--- src/rtl/md_unit_p_if.sv ---
// Bus between the EX-stage issue logic and the multiply/divide unit md_unit_p.
// The master drives the request side. The slave (md_unit_p) returns status and HI/LO.
interface md_unit_p_if #(
  parameter int WIDTH = 32
) ();
  logic             start;
  logic [2:0]       op;
  logic [WIDTH-1:0] d1;
  logic [WIDTH-1:0] d2;
  logic             int_req;
  logic             mthi;
  logic             mtlo;
  logic             busy;
  logic             done;
  logic             dz;
  logic [WIDTH-1:0] hi;
  logic [WIDTH-1:0] lo;

  modport master (
    output start, op, d1, d2, int_req, mthi, mtlo,
    input  busy, done, dz, hi, lo
  );

  modport slave (
    input  start, op, d1, d2, int_req, mthi, mtlo,
    output busy, done, dz, hi, lo
  );
endinterface

--- src/rtl/md_unit_p.sv ---
// md_unit_p: parametrised multiply/divide unit with architectural HI/LO.
// Multiply-class ops take MUL_LAT busy cycles. Divide-class ops take WIDTH radix-2 restoring
// steps plus one sign-fix cycle.
// Optional build macro MD_MADD_EN enables madd/maddu/msub/msubu (op[2]=1). Without it, those
// opcodes are ignored.
// i_srst is a synchronous soft reset with the same effect as rst.
module md_unit_p #(
  parameter int WIDTH   = 32,
  parameter int MUL_LAT = 5
) (
  input logic         clk,
  input logic         rst,
  input logic         i_srst,
  md_unit_p_if.slave  bus
);

  localparam int CNT_MAX = (MUL_LAT > WIDTH) ? MUL_LAT : WIDTH;
  localparam int CW      = $clog2(CNT_MAX + 1);

  typedef enum logic [1:0] {
    S_IDLE = 2'd0,
    S_MUL  = 2'd1,
    S_DIV  = 2'd2,
    S_FIX  = 2'd3
  } state_t;

  state_t             r_state;
  logic [CW-1:0]      r_cnt;
  logic               r_busy;
  logic               r_done;
  logic               r_dz;
  logic [WIDTH-1:0]   r_hi;
  logic [WIDTH-1:0]   r_lo;
  // multiply operands and signedness
  logic [WIDTH-1:0]   r_ma;
  logic [WIDTH-1:0]   r_mb;
  logic               r_mul_sgn;
`ifdef MD_MADD_EN
  logic               r_acc;
  logic               r_sub;
`endif
  // divide datapath
  logic [WIDTH-1:0]   r_rem;
  logic [WIDTH-1:0]   r_quo;
  logic [WIDTH-1:0]   r_div;
  logic               r_neg_q;
  logic               r_neg_r;
  logic               r_div0;

  logic               w_op_ok;
  logic               w_sgn;
  logic               w_is_div;
  logic [2*WIDTH-1:0] w_ma;
  logic [2*WIDTH-1:0] w_mb;
  logic [2*WIDTH-1:0] w_prod;
  logic [2*WIDTH-1:0] w_mres;
  logic [WIDTH:0]     w_rem_sh;
  logic [WIDTH:0]     w_diff;
  logic               w_ge;
  logic [WIDTH-1:0]   w_q_fix;
  logic [WIDTH-1:0]   w_r_fix;

  // Absolute value of a signed operand; unsigned operands pass through unchanged.
  // The most negative value maps to itself, and that bit pattern is the correct unsigned
  // magnitude.
  function automatic logic [WIDTH-1:0] f_mag(input logic [WIDTH-1:0] v, input logic sgn);
    if (sgn && v[WIDTH-1]) begin
      return ~v + WIDTH'(1);
    end else begin
      return v;
    end
  endfunction

  // Decode the request: op[0] selects unsigned, op[1]&~op[2] selects divide, op[2] selects
  // accumulate.
  always_comb begin
    w_sgn    = ~bus.op[0];
    w_is_div = bus.op[1] & ~bus.op[2];
`ifdef MD_MADD_EN
    w_op_ok  = 1'b1;
`else
    w_op_ok  = ~bus.op[2];
`endif
  end

  // Full-width product of the latched operands, optionally accumulated into {HI,LO}.
  always_comb begin
    if (r_mul_sgn) begin
      w_ma = {{WIDTH{r_ma[WIDTH-1]}}, r_ma};
      w_mb = {{WIDTH{r_mb[WIDTH-1]}}, r_mb};
    end else begin
      w_ma = {{WIDTH{1'b0}}, r_ma};
      w_mb = {{WIDTH{1'b0}}, r_mb};
    end
    w_prod = w_ma * w_mb;
`ifdef MD_MADD_EN
    if (r_acc && r_sub) begin
      w_mres = {r_hi, r_lo} - w_prod;
    end else if (r_acc) begin
      w_mres = {r_hi, r_lo} + w_prod;
    end else begin
      w_mres = w_prod;
    end
`else
    w_mres = w_prod;
`endif
  end

  // One restoring division step, followed by the final sign correction.
  always_comb begin
    w_rem_sh = {r_rem, r_quo[WIDTH-1]};
    w_diff   = w_rem_sh - {1'b0, r_div};
    w_ge     = ~w_diff[WIDTH];
    if (r_neg_q) begin
      w_q_fix = ~r_quo + WIDTH'(1);
    end else begin
      w_q_fix = r_quo;
    end
    if (r_neg_r) begin
      w_r_fix = ~r_rem + WIDTH'(1);
    end else begin
      w_r_fix = r_rem;
    end
  end

  // Control FSM and all architectural/output state.
  // done and dz default low, so each is a one-cycle pulse.
  always_ff @(posedge clk or posedge rst) begin
    if (rst) begin
      r_state   <= S_IDLE;
      r_cnt     <= {CW{1'b0}};
      r_busy    <= 1'b0;
      r_done    <= 1'b0;
      r_dz      <= 1'b0;
      r_hi      <= {WIDTH{1'b0}};
      r_lo      <= {WIDTH{1'b0}};
      r_ma      <= {WIDTH{1'b0}};
      r_mb      <= {WIDTH{1'b0}};
      r_mul_sgn <= 1'b0;
`ifdef MD_MADD_EN
      r_acc     <= 1'b0;
      r_sub     <= 1'b0;
`endif
      r_rem     <= {WIDTH{1'b0}};
      r_quo     <= {WIDTH{1'b0}};
      r_div     <= {WIDTH{1'b0}};
      r_neg_q   <= 1'b0;
      r_neg_r   <= 1'b0;
      r_div0    <= 1'b0;
    end else if (i_srst) begin
      r_state   <= S_IDLE;
      r_cnt     <= {CW{1'b0}};
      r_busy    <= 1'b0;
      r_done    <= 1'b0;
      r_dz      <= 1'b0;
      r_hi      <= {WIDTH{1'b0}};
      r_lo      <= {WIDTH{1'b0}};
      r_ma      <= {WIDTH{1'b0}};
      r_mb      <= {WIDTH{1'b0}};
      r_mul_sgn <= 1'b0;
`ifdef MD_MADD_EN
      r_acc     <= 1'b0;
      r_sub     <= 1'b0;
`endif
      r_rem     <= {WIDTH{1'b0}};
      r_quo     <= {WIDTH{1'b0}};
      r_div     <= {WIDTH{1'b0}};
      r_neg_q   <= 1'b0;
      r_neg_r   <= 1'b0;
      r_div0    <= 1'b0;
    end else begin
      r_done <= 1'b0;
      r_dz   <= 1'b0;
      case (r_state)
        S_IDLE: begin
          if (bus.int_req) begin
            r_state <= S_IDLE;
          end else if (bus.mthi || bus.mtlo) begin
            if (bus.mthi) r_hi <= bus.d1;
            if (bus.mtlo) r_lo <= bus.d1;
          end else if (bus.start && w_op_ok) begin
            r_busy <= 1'b1;
            if (w_is_div) begin
              r_state <= S_DIV;
              r_cnt   <= CW'(WIDTH - 1);
              r_rem   <= {WIDTH{1'b0}};
              r_quo   <= f_mag(bus.d1, w_sgn);
              r_div   <= f_mag(bus.d2, w_sgn);
              r_neg_q <= w_sgn & (bus.d1[WIDTH-1] ^ bus.d2[WIDTH-1]);
              r_neg_r <= w_sgn & bus.d1[WIDTH-1];
              r_div0  <= (bus.d2 == {WIDTH{1'b0}});
            end else begin
              r_state   <= S_MUL;
              r_cnt     <= CW'(MUL_LAT - 1);
              r_ma      <= bus.d1;
              r_mb      <= bus.d2;
              r_mul_sgn <= w_sgn;
`ifdef MD_MADD_EN
              r_acc     <= bus.op[2];
              r_sub     <= bus.op[1];
`endif
            end
          end else begin
            r_state <= S_IDLE;
          end
        end
        S_MUL: begin
          if (bus.int_req) begin
            r_state <= S_IDLE;
            r_busy  <= 1'b0;
          end else if (r_cnt == {CW{1'b0}}) begin
            {r_hi, r_lo} <= w_mres;
            r_done       <= 1'b1;
            r_busy       <= 1'b0;
            r_state      <= S_IDLE;
          end else begin
            r_cnt <= r_cnt - CW'(1);
          end
        end
        S_DIV: begin
          if (bus.int_req) begin
            r_state <= S_IDLE;
            r_busy  <= 1'b0;
          end else begin
            r_rem <= w_ge ? w_diff[WIDTH-1:0] : w_rem_sh[WIDTH-1:0];
            r_quo <= {r_quo[WIDTH-2:0], w_ge};
            if (r_cnt == {CW{1'b0}}) begin
              r_state <= S_FIX;
            end else begin
              r_cnt <= r_cnt - CW'(1);
            end
          end
        end
        S_FIX: begin
          if (bus.int_req) begin
            r_state <= S_IDLE;
            r_busy  <= 1'b0;
          end else begin
            if (r_div0) begin
              r_dz <= 1'b1;
            end else begin
              r_lo <= w_q_fix;
              r_hi <= w_r_fix;
            end
            r_done  <= 1'b1;
            r_busy  <= 1'b0;
            r_state <= S_IDLE;
          end
        end
        default: begin
          r_state <= S_IDLE;
          r_busy  <= 1'b0;
        end
      endcase
    end
  end

  assign bus.busy = r_busy;
  assign bus.done = r_done;
  assign bus.dz   = r_dz;
  assign bus.hi   = r_hi;
  assign bus.lo   = r_lo;

endmodule

--- src/flat_wrapper.sv ---
// flat-port wrapper written by rule: the top's interface ports become plain ports
module md_unit_p_flat 
#(
  parameter int WIDTH   = 32,
  parameter int MUL_LAT = 5
)
  (clk, rst, i_srst, bus_start, bus_op, bus_d1, bus_d2, bus_int_req, bus_mthi, bus_mtlo, bus_busy, bus_done, bus_dz, bus_hi, bus_lo);
  md_unit_p_if #(.WIDTH(WIDTH)) bus_i ();
  input logic clk;
  input logic rst;
  input logic i_srst;
  input wire logic [$bits(bus_i.start)-1:0] bus_start;
  input wire logic [$bits(bus_i.op)-1:0] bus_op;
  input wire logic [$bits(bus_i.d1)-1:0] bus_d1;
  input wire logic [$bits(bus_i.d2)-1:0] bus_d2;
  input wire logic [$bits(bus_i.int_req)-1:0] bus_int_req;
  input wire logic [$bits(bus_i.mthi)-1:0] bus_mthi;
  input wire logic [$bits(bus_i.mtlo)-1:0] bus_mtlo;
  output wire logic [$bits(bus_i.busy)-1:0] bus_busy;
  output wire logic [$bits(bus_i.done)-1:0] bus_done;
  output wire logic [$bits(bus_i.dz)-1:0] bus_dz;
  output wire logic [$bits(bus_i.hi)-1:0] bus_hi;
  output wire logic [$bits(bus_i.lo)-1:0] bus_lo;
  assign bus_i.start = bus_start;
  assign bus_i.op = bus_op;
  assign bus_i.d1 = bus_d1;
  assign bus_i.d2 = bus_d2;
  assign bus_i.int_req = bus_int_req;
  assign bus_i.mthi = bus_mthi;
  assign bus_i.mtlo = bus_mtlo;
  assign bus_busy = bus_i.busy;
  assign bus_done = bus_i.done;
  assign bus_dz = bus_i.dz;
  assign bus_hi = bus_i.hi;
  assign bus_lo = bus_i.lo;
  md_unit_p #(.WIDTH(WIDTH), .MUL_LAT(MUL_LAT)) u_core (.clk(clk), .rst(rst), .i_srst(i_srst), .bus(bus_i));
endmodule
--- config.mk ---
export PLATFORM = sky130hd
export DESIGN_NAME = md_unit_p_flat
export DESIGN_NICKNAME = d
export VERILOG_FILES = /design/src/rtl/md_unit_p_if.sv /design/src/rtl/md_unit_p.sv /design/src/flat_wrapper.sv
export SDC_FILE = /design/constraint.sdc
export NUM_CORES = 2
export LEC_CHECK = 0
export BUFFER_PORTS_ARGS = -buffer_cell sky130_fd_sc_hd__buf_2
export CAP_MARGIN = 20
export CORE_ASPECT_RATIO = 1.2
export CORE_MARGIN = 10
export CORE_UTILIZATION = 35
export CTS_CLUSTER_DIAMETER = 60
export DETAILED_ROUTE_END_ITERATION = 12
export GPL_TIMING_DRIVEN = 0
export SYNTH_ARGS = -nofsm -noshare
export SYNTH_HDL_FRONTEND = slang
export SYNTH_SLANG_ARGS = --single-unit
--- constraint.sdc ---
create_clock -name clk -period 20.3 [get_ports clk]
set_input_delay 2.03 -clock clk [delete_from_list [all_inputs] [get_ports clk]]
set_output_delay 2.03 -clock clk [all_outputs]
set_load 0.01 [all_outputs]
After elaboration in Yosys (flattened, before gate mapping)
Cells that the tools add are included.

Add/sub/neg operators: 6. $mul: 1. Div/mod/pow operators: 0. $lt $le $gt $ge: 0. Equality and inequality tests: 24. Shifts and indexed selects: 0. Mux-type cells: 116. Bitwise gates (word level): 11. Reductions and logical operators: 22.

Operators by type and width (number): $mux W32 (51); $pmux W32 S3 (2); $add A32 B1 Y32 const B (4); $mux W64 (2); $not A32 Y32 (4); $pmux W32 S2 (2); $mul A64 B64 Y64 (1); $mux W1 (39); $mux W6 (6); $ne A3 B3 Y1 const B (11); $sub A33 B32 Y33 (1); $logic_not A32 Y1 (1); $mux W2 (9); $reduce_and A8 Y1 (2); $reduce_and A5 Y1 (3); $ne A3 B2 Y1 const B (4); $pmux W6 S2 (1); $reduce_and A6 Y1 (2); $ne A4 B3 Y1 const B (2); $pmux W2 S4 (1); $logic_not A6 Y1 (1); $ne A2 B2 Y1 const B (3); $reduce_bool A2 Y1 (3); $reduce_bool A3 Y1 (2); other kinds (16) (23).

Bits in registers: 239. Latch bits: 0. RAM bits: 0. Bits in read-only memories: 0. Bits of input ports: 74. Output and inout bits: 67. Logic and storage cells: 196. Memories kept: 0.

Logic depth before layout (Yosys ltp)
Word-level depth: 9. Mapped depth: 35. Gate-level depth less buffers: 33.

Worst setup path after synthesis
OpenSTA, ideal clock, no wires.

Path kind: register to register. From: reg u_core.r_ma[31]. To: reg u_core.r_hi[26] (netlist: u_core.bus.hi[26]). Library setup time: 0.099 ns. Arrival time: 9.097 ns. Required time: 20.201 ns. Setup slack: 11.104 ns. Cell stages (with the launch flop): 31. Buffers on the path: 2. Period minus slack after synthesis: 9.196 ns. Path through: dfrtp_1 and2_1 clkbuf_1 clkbuf_1 nand2_1 fa_1 inv_1 fa_1 fa_1 inv_1 fa_1 inv_1 fa_1 fa_1 fa_1 fa_1 fa_1 inv_1 fa_1 inv_1 ha_1 a21oi_1 o21bai_1 a21oi_1 o21a_1 o21ai_0 a31oi_2 o31ai_2 nand2_1 or4_1 a311oi_1.

Longest elaborated chain between the ends: 6.

Ends and longest elaborated chain: from (decl) (line md_unit_p.sv:35) `logic [WIDTH-1:0] r_ma;`; from (signal assigned) (line md_unit_p.sv:137) `r_ma <= {WIDTH{1'b0}};`; from (signal assigned) (line md_unit_p.sv:158) `r_ma <= {WIDTH{1'b0}};`; from (signal assigned) (line md_unit_p.sv:195) `r_ma <= bus.d1;`; $mux W64 (line md_unit_p.sv:88) `if (r_mul_sgn) begin`; $mul A64 B64 Y64 (line md_unit_p.sv:95) `w_prod = w_ma * w_mb;`; $mux W32 (line md_unit_p.sv:211) `end else if (r_cnt == {CW{1'b0}}) begin`; $mux W32 (line md_unit_p.sv:208) `if (bus.int_req) begin`; $pmux W32 S3 (line md_unit_p.sv:174) `case (r_state)`; $mux W32 (line md_unit_p.sv:150) `end else if (i_srst) begin`; to (signal assigned) (line md_unit_p.sv:156) `r_hi <= {WIDTH{1'b0}};`; to (signal assigned) (line md_unit_p.sv:179) `if (bus.mthi) r_hi <= bus.d1;`; to (signal assigned) (line md_unit_p.sv:212) `{r_hi, r_lo} <= w_mres;`; to (decl) (line md_unit_p.sv:32) `logic [WIDTH-1:0] r_hi;`.

Every way passes these cells. The select of a mux whose other input is x is not followed. A chain may end at the register's enable or synchronous reset.

Worst setup path after layout
From: reg u_core.r_ma[31]. To: reg u_core.r_hi[27] (netlist: u_core.bus.hi[27]).

The elaborated chain is that of the path after synthesis.

==> summary.txt <==
Clock tree
  – CTS tree: built
  – CTS root buffer: clkbuf_16
  – Setup Buffers After CTS: 0
  – CTS Buf Count: 28
  – Clock tree sinks: 239
  – Clk pin slew, worst setup/hold paths: 0.07 ns
  – Count of cells resized by post-cts repair: 0
  – Clock Tree Buf Depth: 3
  – Worst skew pair latency: 0.62 ns
  – H-Tree Level Count: 1
  – Hold_buf cts: 0

Worst setup path
  – Critical Path Most Common Cell: fa_1
  – Worst path arrival time: 13.02 ns
  – Critical path fanouts, max: 10
  – Critical path launch point: u_core.r_ma[31]$_DFFE_PP0P_
  – Critical path startpoint category: flip-flop
  – Critical path depth in cells: 30
  – Worst path bufs/invs: 7
  – Crit Reg-Reg Startpoint: u_core.r_ma[31]$_DFFE_PP0P_
  – R2R depth: 30
  – Delay-heaviest family, CP: adder cells
  – Max incr delay on CP: 0.97 ns
  – Critical path class: reg -> reg
  – CP Data Required Time: 20.77 ns
  – Critical-path top delay cell: o41ai_1
  – Crit end category: flip-flop

Power
  – Clk pwr share: 0.079
  – Share of total power in combinational logic: 0.839
  – Power Dens Cells: roughly 100 nW/um2
  – P_int: 2.87 mW
  – Peak supply drop: 0.154 mV
  – P_leak: 34.0 nW
  – Sw frac: 0.591
  – P_sw: around 4.1 mW
  – Sequential share of power: 0.082

Logic synthesis
  – Cells after Synth: 6944
  – Cell variety after synth: 99
  – Synth warnings: 0
  – Avg Cell Area, Syn: 9.12 um2
  – Post-Syn Area: 63300 um2
  – Ys flop type: dfrtp_1
  – Flops & latches, synth: 239
  – EDFF count, synth: 0
  – Syn_nets: 8789
  – Post-synthesis async set-or-reset flop share: 1.00
  – Seq/Total Area, Yosys: 0.0944

Finish
  – Number of nets in the layout: ~9000
  – Layout cells sized above 1: 0.0390
  – Multi-input gate area in the final layout: roughly 50000 um2
  – Final core utilization: 0.380
  – FILL cells: 18459
  – Reg area: 5980 um2
  – P&R area growth vs syn: 8.08%
  – Commonest non-fill, non-tap cell in the layout: inv_1
  – Commonest non-fill, non-tap cells in the layout: 1592 x inv_1, 1420 x fa_1, 770 x nand2_1

Min path
  – Hold Crit Start: u_core.r_div[22]$_DFFE_PP0P_
  – Hold path cells: 2
  – Worst Hold Class: reg -> reg

GRT
  – Pin count of the biggest net entering global routing: 96
  – Initial antenna violation count: 24
  – Vias in the first global route: 54852
  – First-pass GRT wire length: ~390 mm
  – Grt total ovfl: 0
  – GRT Util Overall: 0.268

Die
  – Die footprint: 198000 um2
  – Die Height: 486 um
  – Initial Utilization: 0.351
  – IO Pins: 141
  – Die Wd: 408 um
  – Row count: 171
  – Area of the core: between 150000 and 200000 um2

Timing
  – Tcrit/Tclk final: 0.618
  – Min cycle time layout: 12.55 ns
  – Slew Viols, Final: 0
  – Clock skew: 0.0213 ns
  – Total Neg Setup Slack: 0 ns
  – Fmax: 79.7 MHz
  – Worst-margin pin slew: 1.31 ns
  – Endpoints failing setup: 0
  – Final Hold Viols: 0
  – Unrepaired setup endpoints after global routing: no
  – Headroom to the max-slew limit: 0.124

Placed design
  – I/O Buffers: 134
  – RD Place Congestion: between 1 and 1.5
  – DP HPWL: 228 mm

Route
  – WL met3: 23.0 mm
  – Post-route DRC: 0
  – Detailed Routing Iterations Pass 1: 6
  – WL final: 267 mm
  – WL met1: a little under 100 mm
  – Vias post-DR: 50590
  – Top Metal Used: met5
  – Initial DRC Count: 4597
  – Per-cell routed wire length: 27.8 um
  – Vias per Instance: 5.27
  – DR WL met2: 123 mm
  – Number of nets with antenna violations after routing: 0

Run status
  – Status: finished clean

Flow run
  – Total of max-cap violations: 0
-- registers in the layout, indices dropped and copies added, names as in the netlist, 2 cells and up --
register and count:
u_core.bus.hi 32, u_core.bus.lo 32, u_core.r_cnt 6, u_core.r_div 32
u_core.r_ma 32, u_core.r_mb 32, u_core.r_quo 32, u_core.r_rem 32
u_core.r_state 2
-- per-stage QoR --
| step | setup WS (ns) | instances | hold slack [ns] | total power [mW] | instance area, um2 |
|---|---|---|---|---|---|
| after detailed placement | 8.03 | 9522 | 0.468 | 6.23 | 67400 |
| final | 7.75 | 9598 | 0.480 | 7.00 | 68500 |
| after global routing | 7.39 | 9576 | 0.494 | 7.56 | 68400 |
| after floorplan | 11.10 | 6944 | 0.449 | 4.31 | 63300 |
| after CTS | 7.95 | 9574 | 0.484 | 6.87 | 68400 |
| after global placement | 7.96 | 9500 | 0.464 | 6.22 | 67000 |
-- area by class of cell --
class,count,area share
inverter,1594,0.0875
clock inverter,18,0.00263
multi-input combinational,4752,0.730
clock buffer,34,0.0115
buffer,359,0.0203
antenna,23,0.000841
tap,2422,0.0443
timing repair buffer,157,0.0153
sequential,239,0.0874
-- cells by family (layout without fill, tap and decap cells) --
family / Yosys count / after routing / share of synthesized area
adders and majority gates: 1773 / 1773 / 0.518
xor gates and xnor gates: 249 / 249 / 0.0344
buffers and inverters: 1953 / 2162 / 0.116
other: 0 / 23 / 0
muxes: 35 / 35 / 0.00559
and+or+nand+nor: 1899 / 1899 / 0.149
DFF: 239 / 239 / 0.0944
AOI/OAI and AO/OA: 796 / 796 / 0.0816
-- cells in the mapped netlist (all sizes together), types with 11 or more instances --
| cell | n | area share |
|---|---|---|
| mux2i | 32 | 0.0051 |
| a21o | 60 | 0.0071 |
| o31ai | 48 | 0.0064 |
| nor2 | 220 | 0.013 |
| a221oi | 20 | 0.0029 |
| nor4 | 24 | 0.0031 |
| and3 | 32 | 0.0032 |
| a31oi | 16 | 0.0017 |
| a211oi | 34 | 0.0041 |
| a311oi | 13 | 0.0018 |
| nor3 | 58 | 0.0048 |
| a221o | 13 | 0.0021 |
| nand2 | 772 | 0.046 |
| and2 | 573 | 0.057 |
| o21a | 17 | 0.0020 |
| o21ai | 229 | 0.018 |
| a22oi | 11 | 0.0013 |
| or3 | 26 | 0.0026 |
| o41ai | 17 | 0.0028 |
| fa | 1420 | 0.45 |
| buf | 26 | 0.0021 |
| or2 | 11 | 0.0011 |
| inv | 1593 | 0.094 |
| nand2b | 76 | 0.0075 |
| a21oi | 220 | 0.017 |
| or4 | 16 | 0.0021 |
| xor2 | 67 | 0.0093 |
| xnor2 | 182 | 0.025 |
| nand3 | 32 | 0.0026 |
| o21bai | 19 | 0.0023 |
| dfrtp | 239 | 0.094 |
| nor2b | 20 | 0.0020 |
| nand4 | 17 | 0.0017 |
| ha | 351 | 0.069 |
| clkbuf | 333 | 0.020 |
-- layer usage --
layer  track usage  up-vias
li1              -    21272
met1         0.321    25951
met2         0.435     2560
met3        0.0563      789
met4         0.180       18
met5             0        -
-- worst paths after layout --
| kind | end | slack [ns] |
|---|---|---|
| max | u_core.bus.hi[27]$_DFFE_PP0P_ | 7.75 |
| max reg2reg | u_core.bus.hi[27]$_DFFE_PP0P_ | 7.75 |
| min in group asynchronous | u_core.bus.lo[11]$_DFFE_PP0P_ | 1.46 |
| min | u_core.r_div[22]$_DFFE_PP0P_ | 0.48 |
| min reg2reg | u_core.r_div[22]$_DFFE_PP0P_ | 0.48 |
| max in group asynchronous | u_core.r_rem[24]$_DFFE_PP0P_ | 17.54 |
-- worst register-to-register path: cells and delay by family (launching register included) --
| kind | cells | cell delay, ns |
|---|---|---|
| buffers and inverters | 7 | 1.75 |
| and+or+nand+nor | 4 | 0.69 |
| xor gates and xnor gates | 1 | 0.17 |
| AOI/OAI and AO/OA | 7 | 3.26 |
| adders and majority gates | 11 | 6.10 |
| DFF | 1 | 0.44 |
-- power groups by stage --
stage	clock network, mW	logic [mW]	registers, mW
2_1_floorplan	0	3.77	0.544
4_1_cts	0.554	5.74	0.570
6_report	0.555	5.87	0.575
3_5_place_dp	0	5.65	0.578
5_1_grt	0.571	6.42	0.573
3_3_place_gp	0	5.64	0.580
Note: power is estimated with default switching activity, not from simulation.
